## src/rtl/bcd_pkg.sv

```systemverilog
`default_nettype none
// +----------------------------------------------------------------------+
// | Package : bcd_pkg                                                    |
// | Shared types and helpers for the BCD-to-binary converters.           |
// | Rev     : 1.0  initial release                                       |
// +----------------------------------------------------------------------+
package bcd_pkg;

  // Largest value a legal BCD nibble may hold.
  localparam int BCD_MAX_DIGIT = 9;

  // Converter control states.
  typedef enum logic [1:0] {
    IDLE = 2'd0,
    CONV = 2'd1,
    DONE = 2'd2
  } state_e;

  // Binary width needed to hold any DIGITS-digit decimal value:
  // ceil(log2(10**digits)), i.e. the number of k with 2**k < 10**digits.
  function automatic int bin_width(input int digits);
    longint unsigned p;
    int              w;
    p = 64'd1;
    w = 0;
    for (int i = 0; i < digits; i++) begin
      p = p * 64'd10;
    end
    for (int k = 0; k < 63; k++) begin
      if ((64'd1 << k) < p) begin
        w = k + 1;
      end
    end
    return w;
  endfunction

endpackage
`default_nettype wire

```

## src/rtl/bcd_dabble_step.sv

```systemverilog
`default_nettype none
// +----------------------------------------------------------------------+
// | Module  : bcd_dabble_step                                            |
// | One reverse double-dabble iteration: shift {bcd, acc} right by one,  |
// | then subtract 3 from every BCD nibble that ends up >= 8.             |
// | Rev     : 1.0  initial release                                       |
// +----------------------------------------------------------------------+
module bcd_dabble_step #(
  parameter int DIGITS = 3
) (
  input  logic [8*DIGITS-1:0] i_bcd_acc,
  output logic [8*DIGITS-1:0] o_bcd_acc
);

  localparam int BCD_W = 4 * DIGITS;

  logic [2*BCD_W-1:0] w_shifted;

  // The LSB of the BCD field falls into the MSB of the accumulator.
  assign w_shifted = i_bcd_acc >> 1;

  // Accumulator half passes through untouched.
  assign o_bcd_acc[BCD_W-1:0] = w_shifted[BCD_W-1:0];

  // Per-nibble correction; a shifted legal nibble is at most 12, so
  // subtracting 3 never borrows out of the nibble.
  generate
    for (genvar i = 0; i < DIGITS; i++) begin : g_nib
      logic [3:0] w_nib;
      assign w_nib = w_shifted[BCD_W+4*i +: 4];
      assign o_bcd_acc[BCD_W+4*i +: 4] = (w_nib >= 4'd8) ? (w_nib - 4'd3) : w_nib;
    end
  endgenerate

endmodule
`default_nettype wire

```

## src/rtl/bcd2bin_seq.sv

```systemverilog
`default_nettype none
// +----------------------------------------------------------------------+
// | Module  : bcd2bin_seq                                                |
// | Multi-cycle BCD-to-binary converter, one dabble step per clock,      |
// | valid/ready on both sides, malformed-digit flag.                     |
// | Rev     : 1.0  initial release                                       |
// +----------------------------------------------------------------------+
module bcd2bin_seq
  import bcd_pkg::*;
#(
  parameter int DIGITS = 3,
  parameter int BIN_W  = bin_width(DIGITS)
) (
  input  logic                clk,
  input  logic                rst_n,
  input  logic [4*DIGITS-1:0] in_bcd,
  input  logic                in_valid,
  output logic                in_ready,
  output logic [BIN_W-1:0]    out_bin,
  output logic                out_err,
  output logic                out_valid,
  input  logic                out_ready,
  output logic                busy
);

  localparam int BCD_W = 4 * DIGITS;
  localparam int CNT_W = (BCD_W > 1) ? $clog2(BCD_W) : 1;

  localparam logic [CNT_W-1:0] c_last = CNT_W'(BCD_W - 1);

  state_e               state_q, state_d;
  logic [BCD_W-1:0]     bcd_q, bcd_d;
  logic [BCD_W-1:0]     acc_q, acc_d;
  logic [CNT_W-1:0]     cnt_q, cnt_d;
  logic                 err_q, err_d;
  logic [BIN_W-1:0]     out_bin_q, out_bin_d;
  logic                 out_valid_q, out_valid_d;
  logic                 in_ready_q, in_ready_d;
  logic                 busy_q, busy_d;

  logic                 w_bad_digit;
  logic [2*BCD_W-1:0]   w_step;

  // Flag any incoming nibble above the largest decimal digit.
  always_comb begin
    w_bad_digit = 1'b0;
    for (int i = 0; i < DIGITS; i++) begin
      if (in_bcd[4*i +: 4] > 4'(BCD_MAX_DIGIT)) begin
        w_bad_digit = 1'b1;
      end
    end
  end

  // Single shared correction stage, fed from the working registers.
  bcd_dabble_step #(
    .DIGITS (DIGITS)
  ) u_step (
    .i_bcd_acc ({bcd_q, acc_q}),
    .o_bcd_acc (w_step)
  );

  // Next-state and next-output logic for the control FSM.
  // A malformed input still spends one cycle in CONV (which performs no
  // iteration) so that the error result appears one edge after acceptance.
  always_comb begin
    state_d     = state_q;
    bcd_d       = bcd_q;
    acc_d       = acc_q;
    cnt_d       = cnt_q;
    err_d       = err_q;
    out_bin_d   = out_bin_q;
    out_valid_d = out_valid_q;
    in_ready_d  = in_ready_q;
    busy_d      = busy_q;

    case (state_q)
      IDLE: begin
        if (in_valid && in_ready_q) begin
          bcd_d      = in_bcd;
          acc_d      = '0;
          cnt_d      = '0;
          err_d      = w_bad_digit;
          state_d    = CONV;
          in_ready_d = 1'b0;
          busy_d     = 1'b1;
        end
      end

      CONV: begin
        if (err_q) begin
          acc_d       = '0;
          out_bin_d   = '0;
          out_valid_d = 1'b1;
          state_d     = DONE;
        end else begin
          bcd_d = w_step[2*BCD_W-1:BCD_W];
          acc_d = w_step[BCD_W-1:0];
          if (cnt_q == c_last) begin
            // Last iteration: publish the result straight from the step.
            out_bin_d   = w_step[BIN_W-1:0];
            out_valid_d = 1'b1;
            state_d     = DONE;
          end else begin
            cnt_d = cnt_q + CNT_W'(1);
          end
        end
      end

      DONE: begin
        // Outputs hold while downstream stalls; handoff returns to IDLE.
        if (out_ready) begin
          out_valid_d = 1'b0;
          in_ready_d  = 1'b1;
          busy_d      = 1'b0;
          state_d     = IDLE;
        end
      end

      default: begin
        state_d     = IDLE;
        out_valid_d = 1'b0;
        in_ready_d  = 1'b1;
        busy_d      = 1'b0;
      end
    endcase
  end

  // State and registered outputs; reset discards any conversion in flight.
  always_ff @(posedge clk or negedge rst_n) begin
    if (!rst_n) begin
      state_q     <= IDLE;
      bcd_q       <= '0;
      acc_q       <= '0;
      cnt_q       <= '0;
      err_q       <= 1'b0;
      out_bin_q   <= '0;
      out_valid_q <= 1'b0;
      in_ready_q  <= 1'b1;
      busy_q      <= 1'b0;
    end else begin
      state_q     <= state_d;
      bcd_q       <= bcd_d;
      acc_q       <= acc_d;
      cnt_q       <= cnt_d;
      err_q       <= err_d;
      out_bin_q   <= out_bin_d;
      out_valid_q <= out_valid_d;
      in_ready_q  <= in_ready_d;
      busy_q      <= busy_d;
    end
  end

  assign in_ready  = in_ready_q;
  assign out_bin   = out_bin_q;
  assign out_err   = err_q;
  assign out_valid = out_valid_q;
  assign busy      = busy_q;

endmodule
`default_nettype wire

```

## config.mk

```make
export PLATFORM = sky130hd
export DESIGN_NAME = bcd2bin_seq
export DESIGN_NICKNAME = d
export VERILOG_FILES = /design/src/rtl/bcd_pkg.sv /design/src/rtl/bcd_dabble_step.sv /design/src/rtl/bcd2bin_seq.sv
export SDC_FILE = /design/constraint.sdc
export NUM_CORES = 1
export LEC_CHECK = 0
export BUFFER_PORTS_ARGS = -buffer_cell sky130_fd_sc_hd__buf_2
export CORE_MARGIN = 2
export CORE_UTILIZATION = 55
export DETAILED_ROUTE_END_ITERATION = 10
export HOLD_SLACK_MARGIN = 0.02
export PLACE_DENSITY_LB_ADDON = 0.25
export SYNTH_ARGS = -nofsm -noshare
export SYNTH_HDL_FRONTEND = slang
export SYNTH_HIERARCHICAL = 1
export SYNTH_SLANG_ARGS = --single-unit
```

## constraint.sdc

```tcl
create_clock -name clk -period 3.55 [get_ports clk]
set_input_delay 0.1775 -clock clk [delete_from_list [all_inputs] [get_ports clk]]
set_output_delay 0.1775 -clock clk [all_outputs]
set_load 0.01 [all_outputs]
```

Word level (Yosys, flattened, before mapping). Index checks and enable logic that the tools add are counted.

Add/sub/neg operators: 4. Order comparisons: 6. Eq/ne operators: 8. Multiplexer cells: 32. Bitwise operators: 2. Reduce and logical (&&, ||, !) cells: 12.

Operator list (count): 2-to-1 mux 12 bit (4); one-hot mux 12 bit (2 select lines) (2); 2-to-1 mux 4 bit (6); 2-to-1 mux 10 bit (2); > comparator 4 bit (second input constant) (3); AND reduction 3 bit (4); 2-to-1 mux 1 bit (9); one-hot mux 1 bit (3 select lines) (3); greater-or-equal comparator 4 bit (second input constant) (2); 2-to-1 mux 2 bit (4); inequality test 2 bit (second input constant) (4); one-hot mux 4 bit (2 select lines) (1); subtractor 4 x 2 -> 4 bit (second input constant) (2); one-hot mux 2 bit (3 select lines) (1); AND reduction 2 bit (3); adder 4 x 1 -> 4 bit (second input constant) (1); equality test 4 bit (second input constant) (1); greater-or-equal comparator 3 x 4 -> 1 bit (second input constant) (1); AND reduction 4 bit (1); nonzero test 2 bit (2); subtractor 3 x 2 -> 4 bit (second input constant) (1); inequality test 3 bit (second input constant) (1); equality test 2 x 1 -> 1 bit (second input constant) (1); equality test 2 bit (second input constant) (1); other kinds (3) (4).

Register bits: 44. Logic and storage cells: 73.

Longest topological paths before layout.
Word-level depth: 4. Gate-level depth with buffers: 7.

Modules after synthesis. The synthesis kept the hierarchy.

Modules (own cells, without submodules): bcd2bin_seq (instances 1, cells each 177, area each 2179.6 um^2); bcd_dabble_step (instances 1, cells each 39, area each 276.5 um^2).

Worst setup path before layout. Ideal clock, no wire load.

Path type: register to register. Start point: register in_ready_q (netlist: in_ready). End point: register bcd_q[10]. Library setup time: 0.125 ns. Arrival time: 1.626 ns. Data required time: 3.425 ns. Setup slack: 1.799 ns. Cell stages (with the launch flop): 6. Clock period less this slack: 1.751 ns. Path through: dfstp_2 -> nor4bb_4 -> or2_1 -> buf_6 -> buf_6 -> mux2_4.

Cells in the longest elaborated chain, start to end: 3.

Ends and longest elaborated chain: from (decl) (RTL line bcd2bin_seq.sv:38) `logic in_ready_q, in_ready_d;`; from (signal assigned) (RTL line bcd2bin_seq.sv:148) `in_ready_q <= in_ready_d;`; logical AND 1 bit (RTL line bcd2bin_seq.sv:78) `if (in_valid && in_ready_q) begin`; inequality test 2 bit (no line); AND reduction 3 bit (no line); to (signal assigned) (RTL line bcd2bin_seq.sv:132) `bcd_q <= '0;`; to (signal assigned) (RTL line bcd2bin_seq.sv:142) `bcd_q <= bcd_d;`; to (decl) (RTL line bcd2bin_seq.sv:32) `logic [BCD_W-1:0] bcd_q, bcd_d;`.

Every way passes these cells. A chain may end at the register's enable or synchronous reset.

Final worst setup path.
Start point: register state_q[0]. End point: register bcd_q[11].

Cells in the longest elaborated chain, start to end: 3. Elaborated cells on any way between the ends: 7. Those cells by class: eq/ne: 3; mux: 1; reduce/logical: 3.

Ends and longest elaborated chain: from (decl) (RTL line bcd2bin_seq.sv:31) `state_e state_q, state_d;`; from (signal assigned) (RTL line bcd2bin_seq.sv:141) `state_q <= state_d;`; equality test 2 x 1 -> 1 bit / logical NOT 2 bit (equally long branches) (RTL line bcd2bin_seq.sv:76) `case (state_q)`; inequality test 2 bit (no line) / nonzero test 2 bit (equally long branches); AND reduction 3 bit (no line).

Parallel ways exist; a longest one is shown, timed or not.

==> results <==
- The quantity of hold-fixing buffers added after cts is 0.
- The tightest min-delay check is of the in -> async type.
- The total length of routed wires is 4300 um.
- Across the whole layout, storage elements account for 1080 um^2.
- After clock tree synthesis, the clock-pin slew on the worst setup and hold paths is 0.09 ns.
- The worst setup path is captured at a flop.
- The arrival time of data at the critical path endpoint is 2.46 ns.
- The maximum vdd drop is 288 uV.
- In this run the standard cell core region covers 4290 um^2.
- Detailed routing placed a total of 1780 um of wire on met2.
- The detailed-route DRC error count is 0.
- The total negative slack is 0 ns.
- The filler cell count is 383.
- The count of instances resized after the clock tree is built is 0.
- The slew of the pin with the lowest slew margin is 0.929 ns.
- Setup slack closes at 1.27 ns.
- The first-pass detailed-route iteration total is 4.
- The number of global-route vias before repair is 1,476.
- The number of maximum-capacitance constraint violations is 0.
- On the final layout, the worst clock skew is 0.0110 ns.
- The peak clock frequency supported by timing is 439 MHz.
- 30 I/O pins were placed.
- Of all nets on the critical path, the largest fanout is 21.
- The congestion estimate from routability-driven global placement came to 0.781.
- The clock tree synthesis step divided the H-tree into 2 levels.
- The clock latency at the later pin of the worst-skew pair is 0.30 ns.
- Cells with a size suffix above 1 make up 29.5% of the layout.
- The ratio of total power to cell area is 565 nW/um^2.
- The tree built by TritonCTS fans out to 43 sinks.
- The hold violation count in the final report was 0.
- The worst register-to-register path has a setup slack of 1.27 ns.
- The initial cell density of the core is 56.4%.
- TritonCTS built the clock tree.
- After synthesis, the mean cell area works out to 11.3 um^2.
- After legalization and detailed placement, the total HPWL measured 2980 um.
- The clock period minus final worst setup slack is 2.28 ns.
- In this run the cell area of the synthesized design comes to 2420 um^2.
- The area overhead of the layout relative to synthesis is 4.70%.
- The initial antenna violation count was 0.
- The number of buffers on the longest clock path is 2.
- The number of nets in the synthesized netlist is 235.
- The footprint of the multi-input gates is 1100 um^2.
- OpenSTA, run right after detailed placement, puts the worst setup slack at 1.31 ns.
- The worst reg-to-reg path cell count is 3.
- The terminus of the critical flop-to-flop path is bcd_q[11].
- TritonCTS created 5 clock buffers.
- The routed metal-1 wirelength is 2220 um.
- The total setup buffers inserted after CTS is 0.
- The die covers 4950 um^2.
- Port buffering added 29 buffers.
- In this run the tightest slew margin relative to its limit is 38.1%.
- The reg-to-reg startpoint is state_q[0].
- The launching element type of the critical path is a flop.
- After global routing the overflow that remains totals 0.
- The setup path with the least slack is of type reg -> reg.
- During synthesis, Yosys emitted a total of 6 warnings.
- Detailed routing placed a total of 197 um of wire on met3.
- The highest routing layer actually used is met4.
- Setup violations remaining at the end of the flow were counted as 0.
- The ratio of final minimum period to clock period is 64.1%.
- The number of DRC markers in iteration 0 is 127.
- The width of the die is 70.4 um.
- The required time at the worst-slack endpoint is 3.73 ns.
- The count of antenna diodes in the layout is 0.
- For this run, the total global-route usage over all layers was measured as 19.1%.
- The number of vias per cell after detailed routing is 5.53.
- Setup repair after global routing left no endpoint under its margin.
- The master cell of the clock root buffer is clkbuf_8.
- The post-detailed-route wirelength per cell is 15.6 um.
- The detail route stage leaves a number of antenna-violating nets equal to 0.
- The routed layout has 1,526 vias.
- The run finished with clean final reports.
- In this run the static leakage power is 1.22 nW.
- The floorplan has 24 rows.
- The final-report max-slew violation count is 0.
- Measured along the y axis, the die boundary spans 70.4 um.
- The gate count after technology mapping is 214.
- Entering global routing, the biggest net connects 44 pins.
- The global-route wire length before repair is 7330 um.
- The net count of the finished layout is 244.
[cell usage in the layout, fill, tap and decap left out, drive strengths merged, types with 3 or more instances in the layout]
cell type   n
mux2i      10
inv         9
dfrtp      42
mux2       24
nand2b      4
a21oi       3
buf        31
nand2      17
and3b      11
ha          5
o21ai      17
a22o       11
clkbuf      6
[worst max-delay path: stages, from the launching register on]
cell,delay (ns)
dfrtp_1,0.62
nor4bb_4,0.45
or2_1,0.66
mux2_2,0.41
[metal layers]
metal / vias up / GRT usage [%]
li1: 752 / -
met1: 731 / 28.9
met2: 34 / 25.6
met3: 9 / 5.19
met4: 0 / 8.12
met5: - / 0
[power by group]
part / total (mW) / leakage, nW / internal (mW) / switching (mW)
sequential: 0.746 / 0.562 / 0.608 / 0.137
clock: 0.328 / 0.0474 / 0.159 / 0.170
combinational: 0.360 / 0.607 / 0.212 / 0.147
[cell type report]
class	instances	area share, %
clock buffers	6	3.26
multi-input cells	133	43.4
clock inverters	2	0.641
repair buffers	31	6.31
inverters	9	1.33
flip-flops and latches	43	42.5
well taps	52	2.57
[state kept, by name, summed over array words and instances (netlist names)]
register and flops:
out_err 1, bcd_q 12, acc_q 11, out_valid 1, state_q 2, busy 1
cnt_q 4, in_ready 1, out_bin 10
[worst max-delay path by stage]
stage / start / slack [ns] / to
6_report: state_q[0] / 1.27 / bcd_q[11]
3_3_place_gp: state_q[0] / 1.40 / bcd_q[11]
4_1_cts: state_q[0] / 1.28 / bcd_q[11]
3_5_place_dp: state_q[0] / 1.31 / bcd_q[11]
2_1_floorplan: in_ready / 1.80 / bcd_q[10]
5_1_grt: state_q[0] / 1.13 / bcd_q[11]
[through the flow]
step           instances  area [um^2]  hold slack, ns  power, mW  utilization, %
2_1_floorplan        214         2420          -0.118       1.05               -
3_3_place_gp         268         2440           0.373       1.10            56.8
3_5_place_dp         268         2440           0.379       1.12            56.8
4_1_cts              276         2540          0.0369       1.45            59.1
5_1_grt              276         2540          0.0912       1.54            59.1
6_report             276         2540         0.00412       1.43            59.1
No activity file was read; power rests on OpenSTA's default activity.
